===== config.mk =====
export PLATFORM = sky130hd
export DESIGN_NAME = caption_fade_ctrl_flat
export DESIGN_NICKNAME = d
export VERILOG_FILES = /design/src/rtl/caption_fade_ctrl_if.sv /design/src/rtl/caption_fade_ctrl.sv /design/src/flat_wrapper.sv
export SDC_FILE = /design/constraint.sdc
export NUM_CORES = 1
export LEC_CHECK = 0
export ABC_AREA = 1
export BUFFER_PORTS_ARGS = -buffer_cell sky130_fd_sc_hd__buf_2
export CORE_ASPECT_RATIO = 0.5
export CORE_MARGIN = 1.5
export CORE_UTILIZATION = 54
export CTS_BUF_LIST = sky130_fd_sc_hd__clkbuf_16
export DETAILED_ROUTE_END_ITERATION = 6
export PLACE_DENSITY_LB_ADDON = 0.12
export REMOVE_ABC_BUFFERS = 1
export SYNTH_ARGS = -nofsm -noshare
export SYNTH_HDL_FRONTEND = slang
export SYNTH_SLANG_ARGS = --single-unit

===== constraint.sdc =====
create_clock -name i_clk -period 3.3 [get_ports i_clk]
set_clock_uncertainty 0.1 [all_clocks]
set_input_delay 0.165 -clock i_clk [delete_from_list [all_inputs] [get_ports i_clk]]
set_output_delay 0.165 -clock i_clk [all_outputs]
set_load 0.1 [all_outputs]

===== src/rtl/caption_fade_ctrl_if.sv =====
// Pixel lookup bus between the caption compositor and caption_fade_ctrl.
// master = requester/palette side, slave = caption_fade_ctrl.
interface caption_fade_ctrl_if;
   logic        i_pix_valid;
   logic [3:0]  i_pix_idx;
   logic [3:0]  o_pal_addr;
   logic [23:0] i_pal_color;
   logic        o_pix_valid;
   logic [23:0] o_pix_rgb;
   logic        o_pix_opaque;

   modport master (
      output i_pix_valid, i_pix_idx, i_pal_color,
      input  o_pal_addr, o_pix_valid, o_pix_rgb, o_pix_opaque
   );

   modport slave (
      input  i_pix_valid, i_pix_idx, i_pal_color,
      output o_pal_addr, o_pix_valid, o_pix_rgb, o_pix_opaque
   );
endinterface


===== src/rtl/caption_fade_ctrl.sv =====
// Caption fade sequencer (IDLE->FADE_IN->HOLD->FADE_OUT) plus 2-stage palette scaling pipeline.
// Define CAPTION_AUTO_FADE_OUT_EN to leave HOLD automatically after HOLD_FRAMES frames.
module caption_fade_ctrl #(
   parameter int unsigned FRAMES_PER_STEP = 4,
   parameter int unsigned HOLD_FRAMES     = 120
) (
   input  logic                i_clk,
   input  logic                i_rst_n,
   input  logic                i_start,
   input  logic                i_abort,
   input  logic                i_frame_start,
   caption_fade_ctrl_if.slave  pix,
   output logic [4:0]          o_level,
   output logic                o_busy,
   output logic                o_done
);

   localparam logic [4:0]  LevelMax  = 5'd16;
   localparam int unsigned FrameCntW = (FRAMES_PER_STEP > 1) ? $clog2(FRAMES_PER_STEP) : 1;
   localparam logic [FrameCntW-1:0] FrameLast = FrameCntW'(FRAMES_PER_STEP - 1);

   typedef enum logic [1:0] {StIdle, StFadeIn, StHold, StFadeOut} state_e;

   state_e               r_state;
   logic [4:0]           r_level;
   logic [FrameCntW-1:0] r_frame_cnt;
   logic                 r_done;

`ifdef CAPTION_AUTO_FADE_OUT_EN
   localparam int unsigned HoldCntW = (HOLD_FRAMES > 1) ? $clog2(HOLD_FRAMES) : 1;
   localparam logic [HoldCntW-1:0] HoldLast = HoldCntW'(HOLD_FRAMES - 1);
   logic [HoldCntW-1:0] r_hold_cnt;
`else
   logic w_unused_hold;
   assign w_unused_hold = (HOLD_FRAMES == 0);
`endif

   always_ff @(posedge i_clk or negedge i_rst_n) begin
      if (!i_rst_n) begin
         r_state     <= StIdle;
         r_level     <= '0;
         r_frame_cnt <= '0;
         r_done      <= 1'b0;
`ifdef CAPTION_AUTO_FADE_OUT_EN
         r_hold_cnt  <= '0;
`endif
      end else begin
         r_done <= 1'b0;
         // Abort beats a coincident start, and in IDLE it simply keeps us there.
         if (i_abort) begin
            r_state     <= StIdle;
            r_level     <= '0;
            r_frame_cnt <= '0;
         end else begin
            unique case (r_state)
               StIdle: begin
                  if (i_start) begin
                     r_state     <= StFadeIn;
                     r_frame_cnt <= '0;
                  end
               end
               StFadeIn: begin
                  if (i_frame_start) begin
                     if (r_frame_cnt == FrameLast) begin
                        r_frame_cnt <= '0;
                        r_level     <= r_level + 5'd1;
                        if (r_level == LevelMax - 5'd1) begin
                           r_state <= StHold;
`ifdef CAPTION_AUTO_FADE_OUT_EN
                           r_hold_cnt <= '0;
`endif
                        end
                     end else begin
                        r_frame_cnt <= r_frame_cnt + 1'b1;
                     end
                  end
               end
               StHold: begin
`ifdef CAPTION_AUTO_FADE_OUT_EN
                  if (i_frame_start) begin
                     if (r_hold_cnt == HoldLast) begin
                        r_state     <= StFadeOut;
                        r_frame_cnt <= '0;
                     end else begin
                        r_hold_cnt <= r_hold_cnt + 1'b1;
                     end
                  end
`else
                  if (i_start) begin
                     r_state     <= StFadeOut;
                     r_frame_cnt <= '0;
                  end
`endif
               end
               StFadeOut: begin
                  if (i_frame_start) begin
                     if (r_frame_cnt == FrameLast) begin
                        r_frame_cnt <= '0;
                        r_level     <= r_level - 5'd1;
                        if (r_level == 5'd1) begin
                           r_state <= StIdle;
                           r_done  <= 1'b1;
                        end
                     end else begin
                        r_frame_cnt <= r_frame_cnt + 1'b1;
                     end
                  end
               end
               default: r_state <= StIdle;
            endcase
         end
      end
   end

   assign o_level = r_level;
   assign o_busy  = (r_state != StIdle);
   assign o_done  = r_done;

   assign pix.o_pal_addr = pix.i_pix_idx;

   logic        r_s1_valid;
   logic        r_s1_zero;
   logic [23:0] r_s1_color;
   logic [4:0]  r_s1_level;
   logic        r_pix_valid;
   logic        r_pix_opaque;
   logic [23:0] r_pix_rgb;
   logic [12:0] w_prod_r, w_prod_g, w_prod_b;
   logic [23:0] w_scaled;

   // ch*level/16; at level 16 bits [11:4] are exactly ch.
   always_comb begin
      w_prod_r = 13'(r_s1_color[23:16]) * 13'(r_s1_level);
      w_prod_g = 13'(r_s1_color[15:8])  * 13'(r_s1_level);
      w_prod_b = 13'(r_s1_color[7:0])   * 13'(r_s1_level);
      w_scaled = {w_prod_r[11:4], w_prod_g[11:4], w_prod_b[11:4]};
   end

   always_ff @(posedge i_clk or negedge i_rst_n) begin
      if (!i_rst_n) begin
         r_s1_valid   <= 1'b0;
         r_s1_zero    <= 1'b0;
         r_s1_color   <= '0;
         r_s1_level   <= '0;
         r_pix_valid  <= 1'b0;
         r_pix_opaque <= 1'b0;
         r_pix_rgb    <= '0;
      end else begin
         r_s1_valid   <= pix.i_pix_valid;
         r_s1_zero    <= (pix.i_pix_idx == 4'd0);
         r_s1_color   <= pix.i_pal_color;
         r_s1_level   <= r_level;
         r_pix_valid  <= r_s1_valid;
         r_pix_opaque <= r_s1_valid & ~r_s1_zero;
         r_pix_rgb    <= (r_s1_valid && !r_s1_zero) ? w_scaled : '0;
      end
   end

   assign pix.o_pix_valid  = r_pix_valid;
   assign pix.o_pix_rgb    = r_pix_rgb;
   assign pix.o_pix_opaque = r_pix_opaque;

endmodule


===== src/flat_wrapper.sv =====
// flat-port wrapper written by rule: the top's interface ports become plain ports
module caption_fade_ctrl_flat 
#(
   parameter int unsigned FRAMES_PER_STEP = 4,
   parameter int unsigned HOLD_FRAMES     = 120
)
  (i_clk, i_rst_n, i_start, i_abort, i_frame_start, o_level, o_busy, o_done, pix_i_pix_valid, pix_i_pix_idx, pix_i_pal_color, pix_o_pal_addr, pix_o_pix_valid, pix_o_pix_rgb, pix_o_pix_opaque);
  caption_fade_ctrl_if pix_i ();
  input  logic i_clk;
  input  logic i_rst_n;
  input  logic i_start;
  input  logic i_abort;
  input  logic i_frame_start;
  output logic [4:0] o_level;
  output logic o_busy;
  output logic o_done;
  input wire logic [$bits(pix_i.i_pix_valid)-1:0] pix_i_pix_valid;
  input wire logic [$bits(pix_i.i_pix_idx)-1:0] pix_i_pix_idx;
  input wire logic [$bits(pix_i.i_pal_color)-1:0] pix_i_pal_color;
  output wire logic [$bits(pix_i.o_pal_addr)-1:0] pix_o_pal_addr;
  output wire logic [$bits(pix_i.o_pix_valid)-1:0] pix_o_pix_valid;
  output wire logic [$bits(pix_i.o_pix_rgb)-1:0] pix_o_pix_rgb;
  output wire logic [$bits(pix_i.o_pix_opaque)-1:0] pix_o_pix_opaque;
  assign pix_i.i_pix_valid = pix_i_pix_valid;
  assign pix_i.i_pix_idx = pix_i_pix_idx;
  assign pix_i.i_pal_color = pix_i_pal_color;
  assign pix_o_pal_addr = pix_i.o_pal_addr;
  assign pix_o_pix_valid = pix_i.o_pix_valid;
  assign pix_o_pix_rgb = pix_i.o_pix_rgb;
  assign pix_o_pix_opaque = pix_i.o_pix_opaque;
  caption_fade_ctrl #(.FRAMES_PER_STEP(FRAMES_PER_STEP), .HOLD_FRAMES(HOLD_FRAMES)) u_core (.i_clk(i_clk), .i_rst_n(i_rst_n), .i_start(i_start), .i_abort(i_abort), .i_frame_start(i_frame_start), .pix(pix_i), .o_level(o_level), .o_busy(o_busy), .o_done(o_done));
endmodule

-- After elaboration in Yosys (flattened, before gate mapping)
Cells that the tools add are included.
- register bits after elaboration: 67
- bits of input ports: 34
- word-level logic and storage cells: 73
- $add $sub $neg: 3
- multipliers: 3
- equality and inequality tests: 16
- multiplexer cells: 27
- bitwise logic cells: 2
- reductions and logical operators: 11
- operators with widths (cell ; count):
    8-bit by 5-bit multiplier with 12-bit output ; 3
    2-bit 2-to-1 mux ; 13
    5-bit 2-to-1 mux ; 5
    24-bit 2-to-1 mux ; 1
    3-bit by 2-bit != test with 1-bit output, second input constant ; 4
    3-bit != test, second input constant ; 4
    5-bit one-hot mux with 2 select lines ; 1
    2-bit one-hot mux with 4 select lines ; 1
    8-bit AND reduction ; 1
    2-bit == test, second input constant ; 3
    3-bit by 1-bit != test with 1-bit output, second input constant ; 2
    5-bit by 1-bit adder with 5-bit output, second input constant ; 1
    5-bit by 1-bit == test with 1-bit output, second input constant ; 1
    5-bit by 4-bit == test with 1-bit output, second input constant ; 1
    1-bit 2-to-1 mux ; 5
    5-bit AND reduction ; 1
    5-bit by 1-bit subtractor with 5-bit output, second input constant ; 1
    4-bit zero test ; 1
    2-bit one-hot mux with 2 select lines ; 1
    2-bit OR reduction ; 2
    3-bit nonzero test ; 1
    2-bit by 1-bit adder with 2-bit output, second input constant ; 1
    2-bit by 1-bit == test with 1-bit output, second input constant ; 1
    2-bit zero test ; 1
    6 further kinds ; 6

-- Longest topological paths before layout
- word-level depth: 6
- depth in mapped cells: 18
- depth with buffers taken out: 17

-- Worst setup path after synthesis
OpenSTA, ideal clock, no wires.
- path type: flip-flop to flip-flop
- from: reg u_core.r_s1_level[3]
- to: reg u_core.r_pix_rgb[14] (netlist: u_core.pix.o_pix_rgb[14])
- library setup time: 119 ps
- data arrival time: 3324 ps
- setup slack: -243 ps
- cell stages (with the launch flop): 16
- clock period less this slack: 3543 ps
- cells stage by stage: dfrtp_1 -> clkbuf_1 -> nand2_1 -> inv_1 -> fa_1 -> fa_1 -> inv_1 -> fa_1 -> inv_1 -> ha_1 -> a21oi_1 -> o21bai_1 -> a21oi_1 -> nand3_1 -> nand2_1 -> nor2_1
- longest elaborated chain between the ends: 2
- ends and longest elaborated chain (item ; RTL line ; text):
    start, declared ; caption_fade_ctrl.sv:124 ; logic [4:0] r_s1_level;
    start signal, assigned ; caption_fade_ctrl.sv:152 ; r_s1_level <= r_level;
    8-bit by 5-bit multiplier with 12-bit output ; caption_fade_ctrl.sv:134 ; w_prod_g = 13'(r_s1_color[15:8]) * 13'(r_s1_level);
    24-bit 2-to-1 mux ; caption_fade_ctrl.sv:155 ; r_pix_rgb <= (r_s1_valid && !r_s1_zero) ? w_scaled : '0;
    end signal, assigned ; caption_fade_ctrl.sv:155 ;
    end, declared ; caption_fade_ctrl.sv:127 ; logic [23:0] r_pix_rgb;
Every way passes these cells.
A chain may end at the register's enable or synchronous reset.

-- Worst setup path after layout
- from: reg u_core.r_s1_level[2]
- to: reg u_core.r_pix_rgb[15] (netlist: u_core.pix.o_pix_rgb[15])
The elaborated chain is that of the path after synthesis.

==> results.yml <==
hold_path:
  min_path_type: "in2reg"
  holdPathEnd: "u_core.r_frame_cnt[1]$_DFFE_PN0P_"
  hold_depth: 4
  hp-start: "i_frame_start"
sta:
  timing.fmax_mhz: 282
  finalHoldViolations: 0
  fin_crit_sh_pct: 108
  finalSetupTns_ns: -2.08
  setup_viol: 16
  max_slew_margin_pct: 43.8
  min_period_ns: 3.55
  rsz0062_at_grt: "true"
  worst_slack_ns: -0.248
  slew_violations: 0
  worst_pin_slew_ns: 0.843
pwr:
  power.share.sequential_pct: 20.0
  power_leakage_nw: 4.63
  vdd_drop_max_mv: 0.684
  pwr-share-clk_pct: 18.6
  p_sw_share_pct: 49.9
  comb_power_share_pct: 61.5
  p_sw_mw: 2.65
  power_density_mw_per_mm2: 688
  intPower_mw: 2.66
die:
  dieArea_mm2: 0.0115
  die_h_um: 76.4
  core_area_mm2: 0.0103
  io_pins: 71
  die_w_um: 150
  fp-row-count: 26
  start_util_pct: 56.3
setup_path:
  cp-start-kind: "flop"
  critical_path_arrival_ns: 3.67
  r2r-end: "u_core.pix.o_pix_rgb[15]$_DFF_PN0_"
  path_class: "reg2reg"
  path_max_fanout: 20
  worstSetupEndpointType: "flop"
  required_ns: 3.43
  r2r_slack_ns: -0.25
  r2r-start: "u_core.r_s1_level[2]$_DFF_PN0_"
  r2r_cells: 18
cells_and_area:
  final_cell_mix: "nand2_1 (166), inv_1 (161), buf_2 (70)"
  area_delta_synth_final_pct: 32.7
  fin_nets: 1030
  drive_gt1_share_pct: 27.1
  final.fill_count: 739
  final_common_cell: "nand2_1"
  antenna_cells: 0
  fin_cells: 1030
  finish.utilization_pct: 74.7
synth:
  seq_area_frac_synth_pct: 28.8
  yosys-top-cells-area: "dfrtp_1 (29%), fa_1 (17%), ha_1 (14%)"
  synth_cells: 727
  ys_ff_latch: 67
  ys_types: 34
  syn_area_mm2: 0.00582
  syn_avg_cell_area_um2: 8.01
  yosysTopAreaCell: "dfrtp_1"
  yosysWarnings: 0
  yosysTopAreaCellShare_pct: 28.8
clocking:
  cts_num_sinks: 67
  tritoncts: "done"
  cts_buffers: 9
  htreeDepth: 3
  clkTransAtPathRegs_ns: 0.06
  worstSkewPairLatency_ns: 0.34
  cts_root_buffer: "clkbuf_16"
  clockBufferDepth: 2
routing:
  drt_iter0_drc: 174
  drc: 0
  dr.pass1.iters: 5
  vias: 4955
  viasPerCell: 4.81
  wl_per_cell_um: 12.6
  drtAntennaViolNets: 0
  wl_um: 13000
outcome:
  outcome: "finished with violations"
  violations: "setup timing"
placement:
  numPortBuffers: 70
  place_ws_ns: -0.354
  dp_hpwl_um: 9300
  gp_congestion: 0.866
  dp.cells: 980
flow_run:
  drv_cap: 0
global_routing:
  grt_pass1_wl_um: 22900
  grt_pass1_vias: 5211
  grt_overflow: 0
  groute.usage.overall_pct: 25.3
  antenna_found_initial: 0
  grt_start_max_net_pins: 68
how the worst max path moves through the flow:
stage	endpoint	from	cells after the start	slack, ns
final	u_core.pix.o_pix_rgb[15]$_DFF_PN0_	u_core.r_s1_level[2]$_DFF_PN0_	18	-0.25
after global routing	u_core.pix.o_pix_rgb[6]$_DFF_PN0_	u_core.r_s1_level[2]$_DFF_PN0_	16	-0.41
after CTS	u_core.pix.o_pix_rgb[6]$_DFF_PN0_	u_core.r_s1_level[3]$_DFF_PN0_	16	-0.18
after detailed placement	u_core.pix.o_pix_rgb[14]$_DFF_PN0_	u_core.r_s1_level[4]$_DFF_PN0_	15	-0.35
after global placement	u_core.pix.o_pix_rgb[14]$_DFF_PN0_	u_core.r_s1_level[4]$_DFF_PN0_	15	-0.30
after floorplan	u_core.pix.o_pix_rgb[23]$_DFF_PN0_	u_core.r_s1_level[3]$_DFF_PN0_	14	-0.25
state kept, by name (all words and copies together) (netlist names):
signal and cells:
u_core.r_s1_color 24, u_core.r_state 2, u_core.o_done 1, u_core.pix.o_pix_rgb 24, u_core.r_s1_zero 1, u_core.r_frame_cnt 2
u_core.pix.o_pix_opaque 1, u_core.r_s1_level 5, u_core.o_level 5, u_core.pix.o_pix_valid 1, u_core.r_s1_valid 1
critical path: stages (launching register included):
cell and delay (ns):
dfrtp_1 0.40, buf_12 0.16, nand2_2 0.06, inv_2 0.04, fa_1 0.49, fa_1 0.56
inv_2 0.04, fa_1 0.55, inv_2 0.05, ha_4 0.27, nand2_1 0.07, nor2_1 0.10
nand2_1 0.08, nand2_2 0.13, nand2_1 0.08, nand2_1 0.09, nand2_1 0.05, nand2_1 0.06
nor2_1 0.04
kinds of logic (layout without fill, tap and decap cells):
kind of cell    count (synthesis)  count (layout)  synth area share (%)
compound gates                 66              66                  6.28
simple gates                  270             270                  19.2
buf+inv                       197             360                  13.2
fa+ha+maj                     111             111                  30.0
flops                          67              67                  28.8
xor+xnor                       16              16                  2.41
synth_stat cells:
| cell type | count |
|---|---|
| nand2_1 | 183 |
| inv_1 | 181 |
| dfrtp_1 | 67 |
| ha_1 | 63 |
| fa_1 | 48 |
| a21oi_1 | 42 |
| nor2_1 | 38 |
| nand3_1 | 22 |
| o21ai_0 | 10 |
| xnor2_1 | 10 |
| clkbuf_1 | 8 |
| nor3_1 | 7 |
| nand2_2 | 6 |
| xor2_1 | 6 |
| buf_4 | 4 |
| o211ai_1 | 4 |
| o21bai_1 | 4 |
| nand4_1 | 3 |
| buf_6 | 2 |
| nand3b_1 | 2 |
| nor3_2 | 2 |
| nor4_1 | 2 |
| o21a_1 | 2 |
| a21o_1 | 1 |
| and2_1 | 1 |
| buf_2 | 1 |
| clkinv_1 | 1 |
| nand2_4 | 1 |
| nor2_2 | 1 |
| nor2_4 | 1 |
| o2111ai_1 | 1 |
| o22ai_1 | 1 |
| o31ai_1 | 1 |
| or2_2 | 1 |
routing by layer:
layer / vias to the layer above / track usage [%] / part of all wire [%]
met5: - / 0 / 0
met4: 0 / 6.27 / 1.2
met3: 22 / 6.05 / 4.9
met2: 122 / 42.2 / 47
met1: 2315 / 33.2 / 47
li1: 2496 / - / -
area by class of cell:
type                            count  area [um2]  share of cell area, %
Tap cell                          140         175                   2.27
Clock inverter                      7        77.6                   1.00
Timing Repair Buffer              162        1170                   15.1
Clock buffer                        9         225                   2.91
Sequential cell                    67        1680                   21.7
Multi-Input combinational cell    463        3720                   48.2
Inverter                          182         683                   8.84
timing repair:
item | in CTS | in global routing
hold buffers | 30 | 0
endpoints found under the setup margin | 22 | 24
resized for setup | 44 | 43
buffers inserted | 4 | 0
endpoints found under the hold margin | 94 | 0
pin swaps | 10 | 16
per-stage QoR:
stage | hold slack, ns | instance area, um2 | power, mW
global route | 0.113 | 7730 | 5.72
detailed placement | 0.174 | 6750 | 3.93
floorplan | -0.231 | 5730 | 3.10
CTS | 0.103 | 7590 | 5.20
global placement | 0.173 | 6750 | 3.87
finish | 0.123 | 7730 | 5.32
power groups by stage:
stage,clock [mW],combinational [mW],sequential [mW]
final,0.987,3.27,1.06
after global routing,1.05,3.59,1.08
after CTS,1.01,3.13,1.06
after detailed placement,0,2.85,1.08
after global placement,0,2.79,1.07
after floorplan,0,1.21,1.89
Power figures use the tool's default switching activity.
